--- config.mk ---
export PLATFORM = sky130hd
export DESIGN_NAME = display_hex_scan
export DESIGN_NICKNAME = d
export VERILOG_FILES = /design/src/rtl/display_hex_pkg.sv /design/src/rtl/hex_seg_decode.sv /design/src/rtl/display_hex_scan.sv
export SDC_FILE = /design/constraint.sdc
export NUM_CORES = 1
export LEC_CHECK = 0
export BUFFER_PORTS_ARGS = -buffer_cell sky130_fd_sc_hd__buf_2
export CORE_MARGIN = 1
export CORE_UTILIZATION = 44
export CTS_BUF_LIST = sky130_fd_sc_hd__clkbuf_4 sky130_fd_sc_hd__clkbuf_8 sky130_fd_sc_hd__clkbuf_16
export DETAILED_ROUTE_END_ITERATION = 10
export PLACE_DENSITY_LB_ADDON = 0.08
export RECOVER_POWER = 50
export REMOVE_ABC_BUFFERS = 1
export SLEW_MARGIN = 20
export SYNTH_ARGS = -nofsm -noshare
export SYNTH_HDL_FRONTEND = slang
export SYNTH_HIERARCHICAL = 1
export SYNTH_SLANG_ARGS = --single-unit
export TNS_END_PERCENT = 100
--- constraint.sdc ---
create_clock -name clk -period 3.5 [get_ports clk]
set_clock_uncertainty 0.1 [all_clocks]
set_input_delay 0.175 -clock clk [delete_from_list [all_inputs] [get_ports clk]]
set_output_delay 0.175 -clock clk [all_outputs]
set_load 0.02 [all_outputs]
--- src/rtl/display_hex_pkg.sv ---
// Shared constants and the hex glyph table for the multiplexed 7-segment scanner.
// Segment bytes are active-high here: bit7..bit1 = a..g, bit0 = decimal point.
package display_hex_pkg;

    localparam int SEG_A_BIT  = 7;
    localparam int SEG_G_BIT  = 1;
    localparam int SEG_DP_BIT = 0;

    // Port-level (active-low) byte with every segment dark.
    localparam logic [7:0] SEG_OFF = 8'hFF;

    // Bits a..g only, used to strip glyphs while keeping the decimal point.
    localparam logic [7:0] SEG_AG_MASK = 8'((1 << (SEG_A_BIT + 1)) - (1 << SEG_G_BIT));

    function automatic logic [7:0] hex_glyph(input logic [3:0] nibble);
        logic [7:0] glyph;
        case (nibble)
            4'h0: glyph = 8'hFC;
            4'h1: glyph = 8'h60;
            4'h2: glyph = 8'hDA;
            4'h3: glyph = 8'hF2;
            4'h4: glyph = 8'h66;
            4'h5: glyph = 8'hB6;
            4'h6: glyph = 8'hBE;
            4'h7: glyph = 8'hE0;
            4'h8: glyph = 8'hFE;
            4'h9: glyph = 8'hF6;
            4'hA: glyph = 8'hEE;
            4'hB: glyph = 8'h3E;
            4'hC: glyph = 8'h9C;
            4'hD: glyph = 8'h7A;
            4'hE: glyph = 8'h9E;
            default: glyph = 8'h8E;
        endcase
        return glyph & SEG_AG_MASK;
    endfunction

endpackage

--- src/rtl/hex_seg_decode.sv ---
// Combinational nibble-to-glyph decoder with decimal point, active-high output.
module hex_seg_decode
    import display_hex_pkg::*;
(
    input  logic [3:0] nibble,
    input  logic       dp,
    output logic [7:0] segments
);

    // Look up the glyph and drop the decimal-point request into its bit.
    always_comb begin
        segments             = hex_glyph(nibble);
        segments[SEG_DP_BIT] = dp;
    end

endmodule

--- src/rtl/display_hex_scan.sv ---
// Time-multiplexed hex display driver: scans NUM_DIGITS digits left to right,
// dims each slot by brightness, and latches value/dp once per frame so a frame
// never shows a mix of old and new data.
// Optional leading-zero blanking is enabled by defining DISPLAY_HEX_SCAN_BLANK_EN.
module display_hex_scan
    import display_hex_pkg::*;
#(
    parameter int NUM_DIGITS   = 3,
    parameter int REFRESH_RATE = 1000,
    parameter int SYS_CLK_FREQ = 100000000
)
(
    input  logic                    clk,
    input  logic                    rst,
    input  logic [4*NUM_DIGITS-1:0] value,
    input  logic [NUM_DIGITS-1:0]   dp,
    input  logic [2:0]              brightness,
    output logic [7:0]              segments,
    output logic [NUM_DIGITS-1:0]   segments_enable,
    output logic                    frame_done
);

    localparam int SLOT_CYCLES = SYS_CLK_FREQ / (REFRESH_RATE * NUM_DIGITS);
    localparam int DIV_W       = (SLOT_CYCLES > 1) ? $clog2(SLOT_CYCLES) : 1;
    localparam int IDX_W       = (NUM_DIGITS > 1) ? $clog2(NUM_DIGITS) : 1;
    localparam int ON_W        = DIV_W + 4;

    localparam logic [DIV_W-1:0] DIV_LAST  = DIV_W'(SLOT_CYCLES - 1);
    localparam logic [IDX_W-1:0] IDX_FIRST = IDX_W'(NUM_DIGITS - 1);

    if (NUM_DIGITS < 1 || NUM_DIGITS > 8) begin : g_bad_digits
        $error("display_hex_scan: NUM_DIGITS must be within 1..8");
    end
    if (SLOT_CYCLES < 8) begin : g_bad_slot
        $error("display_hex_scan: SLOT_CYCLES must be at least 8");
    end

    logic [DIV_W-1:0]        divider;
    logic [IDX_W-1:0]        idx;
    logic [4*NUM_DIGITS-1:0] shadow_value;
    logic [NUM_DIGITS-1:0]   shadow_dp;
    logic                    frame_end;
    logic [ON_W-1:0]         on_product;
    logic [ON_W-1:0]         on_cycles;
    logic                    lit;
    logic [3:0]              cur_nibble;
    logic                    cur_dp;
    logic [NUM_DIGITS-1:0]   digit_select;
    logic                    blank_digit;
    logic [7:0]              decoded;
    logic [7:0]              shown;

    assign frame_end  = (divider == DIV_LAST) && (idx == '0);
    assign on_product = (ON_W'(brightness) + ON_W'(1)) * ON_W'(SLOT_CYCLES);
    assign on_cycles  = on_product >> 3;
    assign lit        = ON_W'(divider) < on_cycles;

    // Pick the shadow nibble, dp bit and one-hot select for the digit being scanned.
    always_comb begin
        cur_nibble   = '0;
        cur_dp       = 1'b0;
        digit_select = '0;
        for (int i = 0; i < NUM_DIGITS; i++) begin
            if (idx == IDX_W'(i)) begin
                cur_nibble      = shadow_value[4*i +: 4];
                cur_dp          = shadow_dp[i];
                digit_select[i] = 1'b1;
            end
        end
    end

`ifdef DISPLAY_HEX_SCAN_BLANK_EN
    logic [NUM_DIGITS-1:0] leading_zero;

    // Mark every zero nibble above the most significant non-zero one; digit 0 always shows.
    always_comb begin
        logic seen_nonzero;
        seen_nonzero = 1'b0;
        leading_zero = '0;
        for (int i = NUM_DIGITS - 1; i >= 1; i--) begin
            seen_nonzero    = seen_nonzero | (shadow_value[4*i +: 4] != 4'h0);
            leading_zero[i] = ~seen_nonzero;
        end
    end

    assign blank_digit = |(leading_zero & digit_select);
`else
    assign blank_digit = 1'b0;
`endif

    hex_seg_decode u_decode (
        .nibble   (cur_nibble),
        .dp       (cur_dp),
        .segments (decoded)
    );

    assign shown = blank_digit ? (decoded & ~SEG_AG_MASK) : decoded;

    // Slot divider and digit index, stepping leftmost to rightmost and wrapping.
    always_ff @(posedge clk) begin
        if (rst) begin
            divider <= '0;
            idx     <= IDX_FIRST;
        end else if (divider == DIV_LAST) begin
            divider <= '0;
            idx     <= (idx == '0) ? IDX_FIRST : idx - IDX_W'(1);
        end else begin
            divider <= divider + DIV_W'(1);
        end
    end

    // Latch the displayed data only at frame end so a frame is never torn.
    always_ff @(posedge clk) begin
        if (rst) begin
            shadow_value <= '0;
            shadow_dp    <= '0;
        end else if (frame_end) begin
            shadow_value <= value;
            shadow_dp    <= dp;
        end
    end

    // Registered active-low outputs, one clock behind the scan position.
    always_ff @(posedge clk) begin
        if (rst) begin
            segments        <= SEG_OFF;
            segments_enable <= '1;
            frame_done      <= 1'b0;
        end else begin
            frame_done <= frame_end;
            if (lit) begin
                segments        <= ~shown;
                segments_enable <= ~digit_select;
            end else begin
                segments        <= SEG_OFF;
                segments_enable <= '1;
            end
        end
    end

endmodule

# After elaboration in Yosys (flattened, before gate mapping)
# Memories as Yosys holds them, arrays and structs flattened.
# Index checks and enable logic that the tools add are counted.
# totals
rom_bits	112
n_memories	1
output_inout_bits	12
register_bits	45
in_bits	20
# memory_table
memory	depth	width	rd	rd_clocked_by_memory_dff	write_ports	line_no	rtl
(name not given)	16	7	1	0	0	display_hex_pkg.sv:17	case (nibble)
# classes
muxes	10
magnitude_cmp	1
n_eq_ne	3
n_reduce_logical	4
add_sub_neg	3
bitwise	3
n_mul	1
# op_table
op	count
$mul A4 B16 Y20 const B	1
$lt A16 B17 Y1	1
$add A16 B1 Y16 const B	1
$eq A16 B16 Y1 const B	1
$mux W4	3
$not A8 Y8	1
$mux W1	6
$add A3 B1 Y4 const B	1
$reduce_or A2 Y1	2
$not A3 Y3	1
$eq A2 B1 Y1 const B	1
$eq A2 B2 Y1 const B	1
$logic_not A2 Y1	1
$mux W2	1
$sub A2 B1 Y2 const B	1
$logic_and A1 B1 Y1	1
$not A1 Y1	1

# Logic depth before layout (Yosys ltp)
# Gate-level depths: netlist of run 1.
# An unclocked memory read counts as a cell.
# depth
depth_word	6
depth_mapped	18
mapped_depth_nobuf	17

# Cells and area by module
# The synthesis of run 1 kept the hierarchy.
# by_module_without_submodules
mod	area_each_um2	n_inst	cells_per_inst	seq_area_each_um2
display_hex_scan	2652.5	1	312	900.9
hex_seg_decode	295.3	1	34	0.0

# Worst setup path after synthesis of run 1
# Ideal clock, no wire load.
# synth_timing
path_type	in2reg
from	input brightness[0]
to	register segments_enable[0]
n_path_buf	1
setup_time_ns	0.146
arrival_time_ns	3.566
path_slack_ns	-0.312
stages	15
path_cell_list	ha_1 > xor2_1 > inv_1 > fa_1 > inv_1 > ha_1 > a21oi_1 > o21a_1 > nor4_1 > or3b_1 > ha_1 > and4_1 > a221oi_1 > clkbuf_1 > o2111ai_1
# synth_between
elab_chain_len	5
# synth_lines
element	line_no	rtl
from (decl)	display_hex_scan.sv:17	input logic [2:0] brightness,
$add A3 B1 Y4	display_hex_scan.sv:54	assign on_product = (ON_W'(brightness) + ON_W'(1)) * ON_W'(SLOT_CYCLES);
$mul A4 B16 Y20	display_hex_scan.sv:54	
$lt A16 B17 Y1	display_hex_scan.sv:56	assign lit = ON_W'(divider) < on_cycles;
$not A1 Y1 (no source line)	n/a	
$reduce_or A2 Y1 (no source line)	n/a	
to (signal assigned)	display_hex_scan.sv:133	segments_enable <= ~digit_select;
to (decl)	display_hex_scan.sv:19	output logic [NUM_DIGITS-1:0] segments_enable,
# Every way passes these cells.
# A chain may end at the register's enable or synchronous reset.

# Worst setup path in the final report of run 1
# layout_timing
from	input brightness[1]
to	register segments_enable[1]
# The elaborated chain is that of the path after synthesis.

==> results_dict.tcl, run 1 <==
set metrics [dict create \
    area_growth_pct 20.8 \
    rsz0062_at_grt "no" \
    post-route-min-period_ps 3420 \
    setup_violations 0 \
    synth_simple_gate_area_share_pct 19.1 \
    violations "design-rule violations" \
    wl_met1_um 3400 \
    r2r_cells 9 \
    die-area_um2 7030 \
    top_layer "met4" \
    htree_levels 2 \
    clockBufferDepth 2 \
    grt_pass1_vias 2346 \
    drive_gt1_share_pct 21.7 \
    synthArstFlopShare_pct 0 \
    maxCapViolations 0 \
    period_share_pct 97.6 \
    wire_per_inst_um 13.9 \
    crit_path_max_fanout 6 \
    clkTransAtPathRegs_ps 90 \
    synth_top_family_by_area "simple AND/OR/NAND/NOR gates" \
    vias 2542 \
    cp-start-kind "primary input" \
    netlist.area_leader.share_pct 30.6 \
    root_buffer "clkbuf_8" \
    synthFlopType "dfxtp_1" \
    syn-cell-area_um2 2950 \
    ios 32 \
    clk_latency_ps 300 \
    routed-wl-met3_um 269 \
    outcome "finished, violations left" \
    grt_max_degree 21 \
    yosysMostFrequentCell "dfxtp_1" \
    n_antenna_cell 0 \
    synth_xor_area_share_pct 5.65 \
    ant_nets 0 \
    hold_viol 0 \
    yosysTopAreaCell "dfxtp_1" \
    cts_tree "done" \
    cp_top_family "adder cells" \
    fin_cells 474 \
    via_per_inst 5.36 \
    grt_pass1_wl_um 11100 \
    cp.required_ps 3560 \
    power.density_nw_per_um2 316 \
    numCtsBuffers 5 \
    slew-limit-headroom_pct 58.6 \
    post-dp-hpwl_um 4820 \
    placementRows 29 \
    path_cells "buf_4, ha_4, inv_2, buf_4, ha_1, ha_1, ha_1, inv_1, o21a_1, o211ai_1, or3b_4, ha_4, and4_4, a221oi_2, buf_4, o2111ai_2" \
    drcViolationCount 4 \
    dp_cells 463 \
    synthMuxAreaShare_pct 2.72 \
    core-area_um2 6420 \
    tightest_slew_ps 622 \
    synth_common_cells "dfxtp_1 (45), ha_1 (41), a21oi_1 (31), inv_1 (26), nor2_1 (26)" \
    yosysUniqueCellTypes 51 \
    grt_overflow 0 \
    critPathBufInv 5 \
    cts.sinks 45 \
    antenna_found_initial 0 \
    drt_iter0_markers 86 \
    slew_violations 0 \
    grtUsageTotal_pct 19.7 \
    drt-pass1-iter-count 7 \
    layout.nets 458 \
    synth_compound_area_share_pct 17.1 \
    critPathSlowestCell "or3b_4" \
    cp.depth 16 \
    p_leak_nw 1.42 \
    peakVddDrop_mv 0.150 \
    portBuffers 31 \
    wl_um 6610 \
    wl_met2_um 2870 \
    fin_tns_setup_ps 0 \
    initial_utilization_pct 45.9 \
    avgSynthCellArea_um2 8.52 \
    min_path_type "primary input to register" \
    critPathKind "primary input to register" \
    netlist_instances 346 \
    fill_cells 646 \
    hold_depth 3 \
    cp-end-kind "register" \
    die_h_um 83.9 \
    ys_ff_latch 45 \
    yosysWarnings 6 \
    die_w_um 83.9 \
    netlist_top_cells_area "dfxtp_1 (31%), ha_1 (17%), a21oi_1 (5.3%), xnor2_1 (5.1%), nand3_1 (3.9%)" \
    fmax_mhz 293 \
    worstPathArrival_ps 3470 \
    gp_congestion 0.774 \
    seq_area_frac_synth_pct 30.6 \
    synth_edf_count 0 \
    slowest_delay_ps 410 \
    synthAdderAreaFrac_pct 18.1 \
]
-- worst paths after layout --
path / from / to / slack [ps]
setup / recovery: brightness[1] / segments_enable[1]$_SDFF_PP1_ / 80
hold / removal: dp[0] / shadow_dp[0]$_SDFFE_PP0P_ / 10
setup reg to reg: idx[1]$_SDFFE_PP1N_ / segments[4]$_SDFF_PP1_ / 710
hold reg to reg: shadow_value[2]$_SDFFE_PP0P_ / shadow_value[2]$_SDFFE_PP0P_ / 380
-- layout by cell type, fill, tap and decap left out, types with 2 or more instances in the layout --
cell,count
dfxtp_1,45
ha_1,36
a21oi_1,30
buf_4,29
nor2_1,26
nand3_1,22
inv_1,21
nand2_1,18
buf_2,18
xnor2_1,17
o21ai_0,14
clkbuf_1,13
o21ai_1,10
o2111ai_1,10
nor3_1,7
clkbuf_8,7
nor4_1,5
inv_2,4
nand4_1,4
and4_1,3
nand2b_1,3
ha_4,3
mux2_2,3
or2_2,2
o21bai_1,2
a21o_1,2
a211o_1,2
o2111ai_2,2
or3_1,2
ha_2,2
buf_6,2
buf_12,2
mux2i_1,2
-- repair_timing --
action                     in CTS  in global routing
pin swaps                       6                  9
gates resized for setup        11                 17
gates cloned                    1                  0
setup endpoints to repair      11                 11
hold buffers                    0                  0
setup buffers                   1                  1
-- through the flow --
stage | instance area, µm² | total power, mW | setup WS, ps | hold WS (ps) | util (%)
6_report | 3560 | 1.12 | 84.6 | 11.1 | 55.5
5_1_grt | 3560 | 1.18 | 5.97 | 13.5 | 55.5
4_1_cts | 3510 | 1.13 | 0.829 | 2.79 | 54.7
3_5_place_dp | 3350 | 0.745 | -449 | 336 | 52.1
3_3_place_gp | 3350 | 0.740 | -334 | 333 | 52.1
2_1_floorplan | 2850 | 0.653 | -558 | 144 | -
-- cell type report --
type / instances / area, µm² / share of cell area (%)
inverter: 26 / 100 / 2.81
timing repair buffer: 64 / 419 / 11.8
clock inverter: 1 / 8.76 / 0.246
clock buffer: 7 / 96.3 / 2.70
multi-input combinational: 254 / 1940 / 54.5
tap: 77 / 96.3 / 2.70
sequential: 45 / 901 / 25.3
-- kinds of logic (layout without fill, tap and decap cells) --
kind of cell | after synthesis | after routing
XOR/XNOR | 19 | 19
AO/OA/AOI/OAI | 82 | 82
flip-flops | 45 | 45
adder cells (fa/ha/maj) | 42 | 42
buffers and inverters | 47 | 98
AND/OR/NAND/NOR | 105 | 105
multiplexers | 6 | 6
-- flip-flops by register name, indices dropped and copies added (netlist names) --
register         flops
divider             16
frame_done           1
idx                  2
segments             8
segments_enable      3
shadow_dp            3
shadow_value        12
-- worst reg2reg max path, delay by kind of cell, from the launching register on --
family / cells / cell delay [ps]
adders and majority gates: 2 / 660
and+or+nand+nor: 1 / 150
buffers and inverters: 2 / 280
muxes: 1 / 500
DFF: 1 / 370
AOI/OAI and AO/OA: 3 / 660
-- per-layer routing --
layer | global-route usage (%) | up-vias
met2 | 29.4 | 51
met1 | 28.9 | 1156
met3 | 3.46 | 5
li1 | - | 1330
met5 | 0 | -
met4 | 5.64 | 0
-- report_power, final --
part,switching (mW),total (mW),internal (mW)
sequential,0.00569,0.525,0.519
clock,0.188,0.371,0.183
combinational,0.114,0.229,0.115
total,0.308,1.12,0.816
(Power assumes the default switching activity.)
==> run 2: changes to the inputs <==
HOLD_SLACK_MARGIN = 0.03   (was not set)
==> results_dict.tcl, run 2 (synthesized netlist as in run 1, its figures left out) <==
set metrics [dict create \
    outcome "finished, violations left" \
    violations "design-rule violations" \
    finish.utilization_pct 57.8 \
    antenna_found_initial 0 \
    p_leak_nw 1.48 \
    min_path_type "primary input to register" \
    final_common_cell "dfxtp_1" \
    wire_per_inst_um 14.0 \
    use_met1_pct 29.3 \
    slew_violations 0 \
    rsz0062_at_grt "no" \
    gp_congestion 0.774 \
    hold_end "shadow_dp[0]$_SDFFE_PP0P_" \
    grt_use_met3_pct 3.46 \
    met2_usage_pct 31.4 \
    peakVddDrop_mv 0.150 \
    post-route-min-period_ps 3420 \
    period_share_pct 97.6 \
    cts_tree "done" \
    die_w_um 83.9 \
    cp.required_ps 3560 \
    power.density_nw_per_um2 306 \
    worstPathArrival_ps 3470 \
    htree_levels 2 \
    slew-limit-headroom_pct 59.1 \
    vias 2583 \
    cp-start-kind "primary input" \
    hp-start "rst" \
    tightest_slew_ps 607 \
    drt_iter0_markers 98 \
    reg_top3 "divider x16, shadow_value x12, segments x8" \
    regMostFlops "divider" \
    numCtsBuffers 5 \
    grt_pass1_wl_um 11500 \
    cts.sinks 45 \
    worstReg2RegEnd "segments[4]$_SDFF_PP1_" \
    grtUsageTotal_pct 20.4 \
    maxCapViolations 0 \
    layout_common_cells "dfxtp_1 (45), ha_1 (36), a21oi_1 (30)" \
    core-area_um2 6420 \
    r2r_cells 9 \
    ant_nets 0 \
    die-area_um2 7030 \
    clk_latency_ps 300 \
    fill_cells 626 \
    area_growth_pct 25.9 \
    clockBufferDepth 2 \
    wl_um 6840 \
    initial_utilization_pct 45.9 \
    rrSetupSlack_ps 720 \
    cp-end-kind "register" \
    hold_depth 2 \
    clkTransAtPathRegs_ps 90 \
    grt_overflow 0 \
    r2r-start "idx[1]$_SDFFE_PP1N_" \
    n_antenna_cell 0 \
    placementRows 29 \
    setup_violations 0 \
    die_h_um 83.9 \
    layout.nets 473 \
    ios 32 \
    largest_reg_flops 16 \
    crit_path_max_fanout 6 \
    top_usage_layer "met2" \
    critPathKind "primary input to register" \
    fmax_mhz 293 \
    post-dp-hpwl_um 4820 \
    drive_gt1_share_pct 20.9 \
    via_per_inst 5.28 \
    holdWs_ps 180 \
    drt-pass1-iter-count 7 \
    grt_pass1_vias 2447 \
    hold_viol 0 \
    portBuffers 31 \
    root_buffer "clkbuf_8" \
    grt_max_degree 21 \
    fin_tns_setup_ps 0 \
    drcViolationCount 4 \
]
-- run 2: changes by cell type in the layout (fill, tap and decap cells not counted), sizes merged --
| cell | change |
|---|---|
| dlygate4sd3 | +15 |
-- run 2: area by class of cell --
class                           instances  area, µm²  area share [%]
Clock inverter                          1       8.76           0.236
Timing Repair Buffer                   79        569            15.3
Tap cell                               77       96.3            2.60
Clock buffer                            7       96.3            2.60
Multi-Input combinational cell        254       1940            52.3
Inverter                               26        100            2.70
Sequential cell                        45        901            24.3
-- run 2: worst max-delay path by stage --
stage / startpoint / endpoint / slack [ps] / cells past startpoint
6_report: brightness[1] / segments_enable[1]$_SDFF_PP1_ / 80 / 16
5_1_grt: brightness[0] / segments_enable[2]$_SDFF_PP1_ / 6 / 20
4_1_cts: brightness[0] / segments_enable[2]$_SDFF_PP1_ / 0.8 / 17
3_5_place_dp: brightness[0] / segments_enable[1]$_SDFF_PP1_ / -450 / 16
3_3_place_gp: brightness[0] / segments_enable[2]$_SDFF_PP1_ / -330 / 16
2_1_floorplan: brightness[0] / segments[0]$_SDFF_PP1_ / -560 / 14
-- run 2: critical path, cell delays in order --
cell	delay, ps
buf_4	130
ha_4	270
inv_2	30
buf_4	140
ha_1	270
ha_1	290
ha_1	270
inv_1	40
o21a_1	200
o211ai_1	170
or3b_4	410
ha_4	220
and4_4	190
a221oi_2	310
buf_4	220
o2111ai_2	110
-- run 2: power by group --
group / leakage, nW / internal, mW / switching, mW
Combinational: 1.06 / 0.126 / 0.117
Sequential: 0.366 / 0.519 / 0.00568
Clock: 0.0549 / 0.183 / 0.186
Total: 1.48 / 0.827 / 0.308
-- run 2: timing repair --
item	4_1_cts	5_1_grt
endpoints found under the hold margin	15	0
setup buffers	1	1
gates cloned	1	0
pin swaps	6	9
endpoints found under the setup margin	11	11
hold buffers	15	0
resized for setup	11	17
-- run 2: per-layer routing --
layer  routed length (µm)  share of wire (%)
met5                    0                  0
met2                 3070                 45
met3                  253                3.7
met1                 3460                 51
met4                   61               0.89
-- run 2: through the flow --
step | power, mW | instance area, µm² | setup WS, ps | std cells
after floorplan | 0.653 | 2850 | -558 | 325
after global placement | 0.740 | 3350 | -334 | 463
after detailed placement | 0.745 | 3350 | -449 | 463
after CTS | 1.14 | 3660 | 0.829 | 488
after global routing | 1.19 | 3710 | 5.97 | 489
final | 1.14 | 3710 | 83.8 | 489
==> run 3: changes to the inputs <==
GPL_TIMING_DRIVEN = 0   (was not set)
==> results_dict.tcl, run 3 (synthesized netlist as in run 1, its figures left out) <==
set metrics [dict create \
    cp-end-kind "register" \
    post-route-min-period_ps 3390 \
    p_leak_nw 1.36 \
    clkTransAtPathRegs_ps 90 \
    power_switching_mw 0.314 \
    routed-wl-met3_um 196 \
    root_buffer "clkbuf_8" \
    grt_pass1_wl_um 11200 \
    crit_path_max_fanout 8 \
    grt_overflow 0 \
    wl_um 6920 \
    r2r_cells 11 \
    gp_congestion 0.749 \
    drcViolationCount 4 \
    htree_levels 2 \
    final_common_cell "dfxtp_1" \
    reg_top3 "divider x16, shadow_value x12, segments x8" \
    layout_common_cells "dfxtp_1 (45), ha_1 (32), a21oi_1 (29)" \
    n_antenna_cell 0 \
    hp-start "dp[1]" \
    wl_met1_um 3560 \
    setup_violations 0 \
    r2r-start "idx[1]$_SDFFE_PP1N_" \
    drt-pass1-iter-count 7 \
    hold_depth 3 \
    rrSetupSlack_ps 540 \
    grt_max_degree 23 \
    drt_iter0_markers 74 \
    slew-limit-headroom_pct 32.8 \
    path_cells "buf_12, inv_2, ha_4, inv_2, buf_4, ha_4, ha_4, ha_1, inv_1, o21a_1, o211ai_1, or3b_4, ha_4, and4_4, a221oi_4, buf_6, o2111ai_2" \
    min_path_type "primary input to register" \
    largest_reg_flops 16 \
    cp_top_family "adder cells" \
    peakVddDrop_mv 0.183 \
    cts.sinks 45 \
    slowest_delay_ps 420 \
    outcome "finished, violations left" \
    slew_violations 0 \
    post-dp-hpwl_um 4470 \
    finalPower_mw 1.10 \
    area_growth_pct 23.1 \
    grtUsageTotal_pct 19.7 \
    clockPowerShare_pct 29.9 \
    cp-start-kind "primary input" \
    worstPathArrival_ps 3440 \
    placementRows 29 \
    fin_cells 466 \
    cp.required_ps 3550 \
    die-area_um2 7030 \
    grt_pass1_vias 2363 \
    power.density_nw_per_um2 304 \
    p_int_mw 0.789 \
    maxCapViolations 0 \
    swShare_pct 28.5 \
    critPathSlowestCell "or3b_4" \
    die_h_um 83.9 \
    path_common_cell "ha_4" \
    hold_viol 0 \
    hold_end "shadow_dp[1]$_SDFFE_PP0P_" \
    vias 2547 \
    wl_met2_um 3100 \
    via_per_inst 5.47 \
    period_share_pct 96.9 \
    critPathBufInv 6 \
    cts_tree "done" \
    drive_gt1_share_pct 19.5 \
    initial_utilization_pct 45.9 \
    wire_per_inst_um 14.9 \
    fmax_mhz 295 \
    numCtsBuffers 5 \
    top_layer "met4" \
    finish.utilization_pct 56.5 \
    clockBufferDepth 2 \
    antenna_found_initial 0 \
    portBuffers 31 \
    die_w_um 83.9 \
    critPathKind "primary input to register" \
    regMostFlops "divider" \
    dp_cells 434 \
    worstReg2RegEnd "segments[2]$_SDFF_PP1_" \
    ant_nets 0 \
    core-area_um2 6420 \
    layout.nets 450 \
    clk_latency_ps 300 \
    comb_power_share_pct 22.5 \
    seq_power_share_pct 47.6 \
    tightest_slew_ps 1000 \
    ios 32 \
    violations "design-rule violations" \
]
-- run 3: worst register-to-register path, cell delays in order, from the launching register on --
cell	delay, ps
dfxtp_1	340
inv_1	80
ha_2	450
nand2_1	100
nor2_1	100
a21oi_1	70
o21ai_0	470
inv_1	200
ha_1	300
mux2_2	290
a21oi_1	190
o2111ai_1	120
-- run 3: power groups by stage --
stage	sequential (mW)	combinational [mW]	clock (mW)
finish	0.525	0.248	0.330
global route	0.526	0.278	0.362
CTS	0.524	0.206	0.346
detailed placement	0.536	0.167	0
global placement	0.536	0.163	0
floorplan	0.541	0.112	0
-- run 3: area by class of cell --
class | count | area [µm²]
clock inverter | 2 | 15.0
fill | 602 | 2790
timing repair buffer | 55 | 388
clock buffer | 6 | 76.3
tap | 77 | 96.3
multi-input combinational | 255 | 2050
sequential | 45 | 901
inverter | 26 | 97.6
-- run 3: timing repair --
item | CTS | global route
cloned | 0 | 1
hold buffers | 13 | 0
hold endpoints to repair | 13 | 0
pin swaps | 4 | 9
setup endpoints to repair | 11 | 11
gates resized for setup | 20 | 23
buffers inserted | 7 | 3
-- run 3: through the flow --
stage               area [µm²]  setup TNS (ps)  hold WS (ps)  setup slack, ps
finish                    3630               0          43.5              109
floorplan                 2850           -6140           144             -558
detailed placement        3100          -12880           334            -1280
global route              3630           -38.4          42.0            -21.4
CTS                       3460               0          30.8            0.802
global placement          3100          -15660           329            -1480
-- run 3: how the worst max path moves through the flow --
stage | from | endpoint | slack (ps) | depth (start not counted)
floorplan | brightness[0] | segments[0]$_SDFF_PP1_ | -560 | 14
finish | brightness[0] | segments[5]$_SDFF_PP1_ | 110 | 17
CTS | brightness[0] | segments_enable[1]$_SDFF_PP1_ | 0.8 | 17
detailed placement | brightness[0] | segments[5]$_SDFF_PP1_ | -1280 | 16
global route | brightness[1] | segments[5]$_SDFF_PP1_ | -20 | 16
global placement | brightness[0] | segments[5]$_SDFF_PP1_ | -1480 | 15
-- run 3: per-layer routing --
layer  vias to the layer above  track usage (%)
li1                       1316                -
met1                      1178             28.2
met2                        47             30.9
met3                         6             3.26
met4                         0             4.23
met5                         -                0
